**src/rtl/instr_encoder_loader.sv**
```systemverilog
// rtl/instr_encoder_loader.sv - packs symbolic MIPS instruction requests into words and streams them into instruction memory
module instr_encoder_loader #(
    parameter logic [31:0] BASE_ADDR = 32'h0040_0000,
    parameter int          DEPTH     = 64,
    parameter int          CNT_W     = $clog2(DEPTH) + 1
) (
    input  logic             clk,
    input  logic             reset,
    input  logic             start,
    input  logic             in_valid,
    output logic             in_ready,
    input  logic [3:0]       op_sel,
    input  logic [4:0]       rs,
    input  logic [4:0]       rt,
    input  logic [4:0]       rd,
    input  logic [4:0]       shamt,
    input  logic [5:0]       funct,
    input  logic [15:0]      imm,
    input  logic [31:0]      target,
    output logic             imem_we,
    output logic [31:0]      imem_addr,
    output logic [31:0]      imem_wdata,
    output logic [CNT_W-1:0] word_count,
    output logic             full,
    output logic             err,
    output logic [1:0]       err_code
);

    typedef enum logic [2:0] {
        S_IDLE,
        S_LOAD,
        S_WRITE,
        S_FULL,
        S_ERROR
    } state_t;

    state_t           state_q;
    logic [31:0]      pc_q;
    logic [CNT_W-1:0] count_q;
    logic             in_ready_q;
    logic             we_q;
    logic [31:0]      addr_q;
    logic [31:0]      wdata_q;
    logic             full_q;
    logic             err_q;
    logic [1:0]       err_code_q;

    logic [31:0]        wdata_d;
    logic [1:0]         code_d;
    logic [31:0]        pc_next4;
    logic signed [32:0] br_diff;
    logic signed [32:0] br_off;
    logic               br_in_range;

    // Branch offsets are resolved against the slot this word will occupy.
    assign pc_next4    = pc_q + 32'd4;
    assign br_diff     = $signed({1'b0, target}) - $signed({1'b0, pc_next4});
    assign br_off      = br_diff >>> 2;
    assign br_in_range = (br_off[32:15] == {18{br_off[15]}});

    always_comb begin
        wdata_d = 32'd0;
        code_d  = 2'd0;
        case (op_sel)
            4'd0:  wdata_d = {6'h00, rs, rt, rd, shamt, funct};
            4'd1:  wdata_d = {6'h08, rs, rt, imm};
            4'd2:  wdata_d = {6'h0d, rs, rt, imm};
            4'd3:  wdata_d = {6'h0c, rs, rt, imm};
            4'd4:  wdata_d = {6'h0f, 5'd0, rt, imm};
            4'd5:  wdata_d = {6'h23, rs, rt, imm};
            4'd6:  wdata_d = {6'h2b, rs, rt, imm};
            4'd7, 4'd8: begin
                wdata_d = {(op_sel == 4'd7) ? 6'h04 : 6'h05, rs, rt, br_off[15:0]};
                if (target[1:0] != 2'b00) begin
                    code_d = 2'd2;
                end else if (!br_in_range) begin
                    code_d = 2'd3;
                end
            end
            4'd9, 4'd10: begin
                wdata_d = {(op_sel == 4'd9) ? 6'h02 : 6'h03, target[27:2]};
                if (target[1:0] != 2'b00) begin
                    code_d = 2'd2;
                end else if (target[31:28] != pc_next4[31:28]) begin
                    code_d = 2'd3;
                end
            end
            default: code_d = 2'd1;
        endcase
    end

    always_ff @(posedge clk or posedge reset) begin
        if (reset) begin
            state_q    <= S_IDLE;
            pc_q       <= BASE_ADDR;
            count_q    <= '0;
            in_ready_q <= 1'b0;
            we_q       <= 1'b0;
            addr_q     <= 32'd0;
            wdata_q    <= 32'd0;
            full_q     <= 1'b0;
            err_q      <= 1'b0;
            err_code_q <= 2'd0;
        end else if (start) begin
            state_q    <= S_LOAD;
            pc_q       <= BASE_ADDR;
            count_q    <= '0;
            in_ready_q <= 1'b1;
            we_q       <= 1'b0;
            full_q     <= 1'b0;
            err_q      <= 1'b0;
            err_code_q <= 2'd0;
        end else begin
            case (state_q)
                S_LOAD: begin
                    if (in_valid && in_ready_q) begin
                        in_ready_q <= 1'b0;
                        if (code_d != 2'd0) begin
                            state_q    <= S_ERROR;
                            err_q      <= 1'b1;
                            err_code_q <= code_d;
                        end else begin
                            state_q <= S_WRITE;
                            we_q    <= 1'b1;
                            addr_q  <= pc_q;
                            wdata_q <= wdata_d;
                        end
                    end
                end
                S_WRITE: begin
                    we_q    <= 1'b0;
                    pc_q    <= pc_next4;
                    count_q <= count_q + CNT_W'(1);
                    if ((count_q + CNT_W'(1)) == CNT_W'(DEPTH)) begin
                        state_q <= S_FULL;
                        full_q  <= 1'b1;
                    end else begin
                        state_q    <= S_LOAD;
                        in_ready_q <= 1'b1;
                    end
                end
                default: ;
            endcase
        end
    end

    assign in_ready   = in_ready_q;
    assign imem_we    = we_q;
    assign imem_addr  = addr_q;
    assign imem_wdata = wdata_q;
    assign word_count = count_q;
    assign full       = full_q;
    assign err        = err_q;
    assign err_code   = err_code_q;

endmodule

```
**config.mk**
```make
export PLATFORM = sky130hd
export DESIGN_NAME = instr_encoder_loader
export DESIGN_NICKNAME = d
export VERILOG_FILES = /design/src/rtl/instr_encoder_loader.sv
export SDC_FILE = /design/constraint.sdc
export NUM_CORES = 1
export LEC_CHECK = 0
export CORE_MARGIN = 5
export CORE_UTILIZATION = 40
export CTS_CLUSTER_SIZE = 20
export DETAILED_ROUTE_END_ITERATION = 10
export GPL_TIMING_DRIVEN = 0
export PLACE_DENSITY = 0.65
export RECOVER_POWER = 50
export SETUP_SLACK_MARGIN = 0.15
export SYNTH_ARGS = -nofsm -noshare
export SYNTH_HDL_FRONTEND = slang
export SYNTH_SLANG_ARGS = --single-unit
export TNS_END_PERCENT = 50
```
**constraint.sdc**
```tcl
create_clock -name clk -period 7.9 [get_ports clk]
set_input_delay 1.58 -clock clk [delete_from_list [all_inputs] [get_ports clk]]
set_output_delay 1.58 -clock clk [all_outputs]
set_load 0.05 [all_outputs]
```
==> results of run 1 <==
-- how the worst min path moves through the flow --
stage	start	end	cells after the start
after floorplan	state_q[0]$_DFFE_PP0P_	state_q[0]$_DFFE_PP0P_	2
after global placement	imem_wdata[13]$_DFFE_PP0P_	imem_wdata[13]$_DFFE_PP0P_	1
after detailed placement	imem_wdata[24]$_DFFE_PP0P_	imem_wdata[24]$_DFFE_PP0P_	1
after CTS	imem_wdata[2]$_DFFE_PP0P_	imem_wdata[2]$_DFFE_PP0P_	1
after global routing	imem_wdata[20]$_DFFE_PP0P_	imem_wdata[20]$_DFFE_PP0P_	1
final	imem_wdata[20]$_DFFE_PP0P_	imem_wdata[20]$_DFFE_PP0P_	1
-- logic make-up (layout without fill, tap and decap cells) --
group                    after synthesis  after routing  synth area share [%]
flip-flops                           107            107                  36.2
adder cells (fa/ha/maj)               32             32                  5.41
AO/OA/AOI/OAI                        207            207                  18.2
multiplexers                          66             66                  9.91
other                                  1              3                0.0507
AND/OR/NAND/NOR                      263            263                  17.4
XOR/XNOR                              74             74                  8.95
buffers and inverters                 67            236                  3.94
-- state kept, by name (all words and copies together) (netlist names) --
signal,count
err,1
err_code,2
full,1
imem_addr,30
imem_wdata,31
imem_we,1
in_ready,1
pc_q,30
state_q,3
word_count,7
-- cells in the final DEF (no fill, tap or decap), types with 8 or more instances in the layout --
| master | synthesis | layout |
|---|---|---|
| mux2i_1 | 8 | 8 |
| a222oi_1 | 15 | 15 |
| xor2_1 | 37 | 37 |
| o211ai_1 | 8 | 8 |
| nand3_1 | 24 | 24 |
| nor3_1 | 11 | 11 |
| xnor2_1 | 36 | 36 |
| nor4_1 | 9 | 9 |
| clkbuf_16 | 0 | 9 |
| nand4_1 | 18 | 18 |
| nand2_1 | 71 | 71 |
| inv_1 | 20 | 19 |
| a21oi_1 | 66 | 66 |
| dlygate4sd3_1 | 0 | 8 |
| ha_1 | 32 | 32 |
| buf_4 | 9 | 9 |
| a211oi_1 | 9 | 9 |
| nor2_1 | 66 | 66 |
| clkdlybuf4s50_1 | 0 | 143 |
| clkbuf_1 | 31 | 34 |
| and3_1 | 15 | 15 |
| dfrtp_1 | 106 | 106 |
| or3_1 | 18 | 18 |
| o21ai_0 | 49 | 49 |
| mux2_1 | 56 | 56 |
| a22o_1 | 11 | 11 |
| a21o_1 | 11 | 11 |
-- layout make-up --
type | count | area share [%]
Clock inverter | 4 | 0.591
Buffer | 47 | 2.27
Sequential cell | 107 | 28.1
Multi-Input combinational cell | 645 | 46.6
Inverter | 20 | 0.801
Timing Repair Buffer | 153 | 16.0
Clock buffer | 12 | 2.59
Tap cell | 229 | 3.01
-- cells in the mapped netlist (2+ instances only) --
master	instances
dfrtp_1	106
nand2_1	71
a21oi_1	66
nor2_1	66
mux2_1	56
o21ai_0	49
xor2_1	37
xnor2_1	36
ha_1	32
clkbuf_1	31
nand3_1	24
inv_1	20
nand4_1	18
or3_1	18
a222oi_1	15
and3_1	15
a21o_1	11
a22o_1	11
nor3_1	11
a211oi_1	9
buf_4	9
nor4_1	9
mux2i_1	8
o211ai_1	8
a31oi_1	6
and2_1	6
buf_2	5
a22oi_1	4
nand2b_1	4
nor2b_1	4
o31ai_1	4
and4_1	3
nor3b_1	3
o21a_1	3
or4_1	3
a211o_1	2
a32o_1	2
buf_1	2
mux2_2	2
o21bai_1	2
or2_2	2
-- per-stage QoR --
| stage | setup slack (ps) | instances | hold WS (ps) | cell area (sq um) | utilization (%) |
|---|---|---|---|---|---|
| after floorplan | 2410 | 819 | 471 | 7410 | - |
| after global placement | 723 | 1199 | 467 | 9200 | 50.9 |
| after detailed placement | 621 | 1200 | 474 | 9230 | 51.1 |
| after CTS | 601 | 1216 | 491 | 9540 | 52.7 |
| after global routing | 266 | 1217 | 495 | 9520 | 52.7 |
| final | 746 | 1217 | 483 | 9520 | 52.7 |
-- power groups by stage --
stage | clock, mW | combinational (mW) | sequential [mW]
finish | 0.485 | 0.755 | 0.669
global placement | 0 | 0.753 | 0.678
global route | 0.514 | 0.796 | 0.679
CTS | 0.491 | 0.763 | 0.670
detailed placement | 0 | 0.760 | 0.681
floorplan | 0 | 0.203 | 0.964
-- layer usage --
| metal | up-vias | track usage [%] | wire [microns] | part of all wire, % |
|---|---|---|---|---|
| met3 | 35 | 4.45 | 1490 | 6.6 |
| met1 | 3311 | 30.8 | 11000 | 49 |
| met2 | 250 | 31.1 | 9560 | 42 |
| met4 | 0 | 5.74 | 496 | 2.2 |
| li1 | 3330 | - | - | - |
| met5 | - | 0 | 0 | 0 |
-- repair_timing --
item	CTS	global route
gates resized for setup	0	1
hold endpoints to repair	0	0
endpoints found under the setup margin	0	56
==> flow_summary.toml, run 1 <==
[outcome]
status = "finished with violations"
failed_checks = "capacitance limit, slew limit"

[final_layout]
fillers = 1709
num_antenna_cells = 0
area_growth_pct = 28.7
multi_input_area_sq_um = 4440
drive_gt1_share_pct = 3.95
regArea_sq_um = 2680
fin_nets = 1097

[yosys]
ys.flop_type = "dfrtp_1"
syn_area_sq_um = 7400
ys_seq_elements = 107
synth_warnings = 0
synth_top_area_cell = "dfrtp_1"
ys_top_cells_by_area = "dfrtp_1 36%, mux2_1 8.5%, ha_1 5.4%, a21oi_1 4.5%, xor2_1 4.4%"
synth_top_area_share_pct = 35.9
async_reset_ff_share_pct = 100
synth_cell_types = 65
syn_inst = 817
ys_seq_area_share_pct = 36.2
synth_edf_count = 0
syn_area_per_cell_sq_um = 9.06

[worst_setup_path]
slowest_delay_ps = 540
r2r-start = "pc_q[2]$_DFFE_PP0N_"
startpoint = "pc_q[2]$_DFFE_PP0N_"
worstSetupEndpoint = "imem_addr[19]$_DFFE_PP0P_"
cp_common_cell = "nor2_1"
crit_arrival_ps = 7400
path_max_fanout = 10
cp-start-kind = "register"
path_class = "register to register"
reg2reg_slack_ps = 750
rr_endpoint = "imem_addr[19]$_DFFE_PP0P_"
worstRegToRegCells = 25
critical_path.top_delay_family = "simple AND/OR/NAND/NOR gates"
cpMaxStageDelayCell = "o21ai_0"
cp.required_ps = 8140
cp_num_buf_inv = 2
endpoint_kind = "register"
critical_path_cell_count = 25

[timing]
rsz0062_at_grt = "false"
timing.setup.tns_ps = 0
slew_headroom_pct = -137
finalHoldViolCount = 0
slew_viol_final = 110
period_minus_slack_ps = 7150
setup_viol = 0
max_freq_mhz = 140
skew_ps = 11.9
worstMarginPinSlew_ps = 3550
period_share_pct = 90.6

[grt]
grt_pass1_wl_microns = 36300
overflow = 0
grt_pass1_vias = 6649
grt_max_degree = 67
track_usage_pct = 20.9
antenna_found_initial = 0

[clock_tree]
cts_root_buffer = "clkbuf_16"
clkSlewWorstSetupHoldPaths_ps = 80
cts_tree = "yes"
hold_buffers = 0
clock_latency_ps = 370
htreeDepth = 3
cts.sinks = 107
postCtsSetupBuffers = 0
clock_path_buffers = 2
cts_buffers = 9

[detailed_routing]
drt-vias-per-instance = 5.69
wl_microns = 22600
first_pass_iters = 5
wl_per_cell_microns = 18.5
drt-initial-drc-count = 658
num_vias = 6926
drcViolationCount = 0
postRouteAntennaNets = 0

[power_and_ir_drop]
power_density_nw_per_um2 = 200
power_frac_clock_pct = 25.4
pwr-share-comb_pct = 39.5
p_leak_nw = 4.00
seq_power_share_pct = 35.0
power_mw = 1.91
netSwitchingPower_mw = 0.752
ir_drop_mv = 0.121
intPower_mw = 1.16
switching_share_pct = 39.4

[placement]
gp_congestion = 0.867
place.detailed.hpwl_microns = 16900
io_buffers = 151

[job]
maxCapViolCount = 2

[floorplan]
design.core.area_sq_um = 18100
io_pins = 159
die_h_microns = 146
num_rows = 49
die_area_sq_um = 21300
die-width_microns = 146
initial_core_util_pct = 40.9

[worst_hold_path]
hold_path.class = "register to register"
Note: power is estimated with default switching activity, not from simulation.
==> run 2, diff against run 1 <==
--- a/config.mk
+++ b/config.mk
@@ -12,6 +12,7 @@
 export GPL_TIMING_DRIVEN = 0
 export PLACE_DENSITY = 0.65
 export RECOVER_POWER = 50
+export REMOVE_ABC_BUFFERS = 1
 export SETUP_SLACK_MARGIN = 0.15
 export SYNTH_ARGS = -nofsm -noshare
 export SYNTH_HDL_FRONTEND = slang
==> constraint.sdc (replaced) <==
create_clock -name clk -period 7.9 [get_ports clk]
set_input_delay 0.79 -clock clk [delete_from_list [all_inputs] [get_ports clk]]
set_output_delay 0.79 -clock clk [all_outputs]
set_load 0.05 [all_outputs]
==> run 2 against run 1 <==
  * The flow still finishes with violations (capacitance limit, slew limit)
  * Sequential power barely moved
  * Combinational power decreased by 0.8%
  * Global-route usage shrank 1.8 points
  * Sequential cell count stayed put
  * Utilization shrank 0.35 points
  * Power shrank 2.4%
  * Worst hold slack lost 1.8 ps
  * Register-to-register slack improved by 380 ps
  * Critical endpoint is now imem_wdata[10]$_DFFE_PP0P_
  * Highest routed layer unchanged
==> flow_summary.toml, run 2 (synthesized netlist as in run 1, its figures left out) <==
[floorplan]
die-width_microns = 146
die_area_sq_um = 21300
design.core.area_sq_um = 18100
initial_core_util_pct = 40.9
io_pins = 159
die_h_microns = 146
num_rows = 49

[placement]
dpl_cell_area_sq_um = 9190
gp_congestion = 0.914
place.detailed.hpwl_microns = 15900
io_buffers = 155
dp.cells = 1165

[final_layout]
layout_commonest_cell = "clkdlybuf4s50_1"
instances_no_fill = 1182
fin_nets = 1062
regArea_sq_um = 2680
final_cell_area_sq_um = 9460
drive_gt1_share_pct = 4.09
final_util_pct = 52.3
area_growth_pct = 27.9
largest_reg_flops = 31
fillers = 1683
num_antenna_cells = 0
multi_input_area_sq_um = 4460
final_cell_mix = "138 x clkdlybuf4s50_1, 106 x dfrtp_1, 71 x nand2_1"

[worst_setup_path]
path_class = "register to register"
worstSetupEndpoint = "imem_wdata[10]$_DFFE_PP0P_"
critical_path.top_delay_family = "simple AND/OR/NAND/NOR gates"
worstRegToRegCells = 24
cp-start-kind = "register"
rr_endpoint = "imem_wdata[10]$_DFFE_PP0P_"
path_cells = "nand3_1, nor2_1, nand3_1, nor2_1, nand3_1, nor2_1, and3_1, nand4_1, inv_1, nand2_1, xor2_1, ha_1, nor3b_1, o21ai_0, nand4_1, a31oi_1, o211ai_1, or4_1, a21oi_1, a31oi_1, nor3_4, buf_4, buf_16, mux2_1"
path_max_fanout = 19
critical_path_cell_count = 24
cp_num_buf_inv = 3
cpMaxStageDelayCell = "or4_1"
crit_arrival_ps = 7020
endpoint_kind = "register"
slowest_delay_ps = 560
reg2reg_slack_ps = 1120
cp.required_ps = 8150
r2r-start = "pc_q[4]$_DFFE_PP0N_"
startpoint = "pc_q[4]$_DFFE_PP0N_"

[timing]
slew_viol_final = 110
period_share_pct = 85.8
finalHoldViolCount = 0
setup_viol = 0
skew_ps = 9.73
period_minus_slack_ps = 6780
slew_headroom_pct = -108
max_freq_mhz = 148
rsz0062_at_grt = "false"
worstMarginPinSlew_ps = 3120
holdWs_ps = 481

[clock_tree]
cts-resized-gates = 0
cts_tree = "yes"
clock_path_buffers = 2
postCtsSetupBuffers = 0
clock_latency_ps = 360
clkSlewWorstSetupHoldPaths_ps = 80
cts.sinks = 107
hold_buffers = 0
cts_buffers = 9
cts_root_buffer = "clkbuf_16"
htreeDepth = 3

[worst_hold_path]
hold_path.class = "register to register"

[power_and_ir_drop]
ir_drop_mv = 0.107
switching_share_pct = 40.1
seq_power_share_pct = 35.8
power_density_nw_per_um2 = 197
pwr-share-comb_pct = 40.2
netSwitchingPower_mw = 0.746
p_leak_nw = 3.97
power_frac_clock_pct = 24.0
power_mw = 1.86
intPower_mw = 1.12

[grt]
overflow = 0
track_usage_pct = 19.1
grt_pass1_vias = 6325
antenna_found_initial = 0
grt_pass1_wl_microns = 33600
grt_max_degree = 58

[detailed_routing]
postRouteAntennaNets = 0
wl_microns = 20800
drcViolationCount = 0
first_pass_iters = 8
num_vias = 6765
drt-initial-drc-count = 515
drt-vias-per-instance = 5.72
wl_per_cell_microns = 17.6

[outcome]
status = "finished with violations"
failed_checks = "capacitance limit, slew limit"

[job]
maxCapViolCount = 2
-- run 2: metrics by stage --
stage	setup slack (ps)	TNS (ps)
final	1120	0
after global routing	546	0
after CTS	670	0
after detailed placement	694	0
after global placement	-2240	-128550
after floorplan	346	0
-- run 2: layout make-up --
class / instances / share of cell area [%]
Timing Repair Buffer: 165 / 17.7
Sequential cell: 107 / 28.3
Clock buffer: 9 / 2.38
Clock inverter: 7 / 0.608
Tap cell: 229 / 3.03
Multi-Input combinational cell: 645 / 47.1
Inverter: 20 / 0.807
-- run 2: power by group through the flow --
stage | combinational [mW] | clock [mW] | sequential [mW]
floorplan | 0.193 | 0 | 0.964
global placement | 0.748 | 0 | 0.677
detailed placement | 0.761 | 0 | 0.681
CTS | 0.763 | 0.460 | 0.670
global route | 0.791 | 0.484 | 0.680
finish | 0.749 | 0.447 | 0.668
-- run 2: per-layer routing --
layer	vias to the layer above	GRT usage [%]	routed length [microns]
met5	-	0	0
met4	0	4.42	200
met3	12	4.24	1310
met2	196	29.3	9310
met1	3292	27.6	10000
li1	3265	-	-
-- run 2: worst reg2reg max path, stage by stage (launching register included) --
cell,delay (ps)
dfrtp_1,480
nand3_1,190
nor2_1,280
nand3_1,200
nor2_1,350
nand3_1,220
nor2_1,310
and3_1,280
nand4_1,300
inv_1,200
nand2_1,80
xor2_1,220
ha_1,360
nor3b_1,190
o21ai_0,200
nand4_1,180
a31oi_1,330
o211ai_1,150
or4_1,560
a21oi_1,260
a31oi_1,280
nor3_4,240
buf_4,260
buf_16,200
mux2_1,340
-- run 2: how the worst min path moves through the flow --
stage	end	slack [ps]	cells past startpoint	from
5_1_grt	imem_wdata[22]$_DFFE_PP0P_	490	1	imem_wdata[22]$_DFFE_PP0P_
3_3_place_gp	imem_wdata[25]$_DFFE_PP0P_	470	1	imem_wdata[25]$_DFFE_PP0P_
2_1_floorplan	state_q[0]$_DFFE_PP0P_	470	2	state_q[0]$_DFFE_PP0P_
4_1_cts	imem_wdata[22]$_DFFE_PP0P_	490	1	imem_wdata[22]$_DFFE_PP0P_
3_5_place_dp	imem_addr[8]$_DFFE_PP0P_	470	1	imem_addr[8]$_DFFE_PP0P_
6_report	imem_addr[28]$_DFFE_PP0P_	480	1	imem_addr[28]$_DFFE_PP0P_
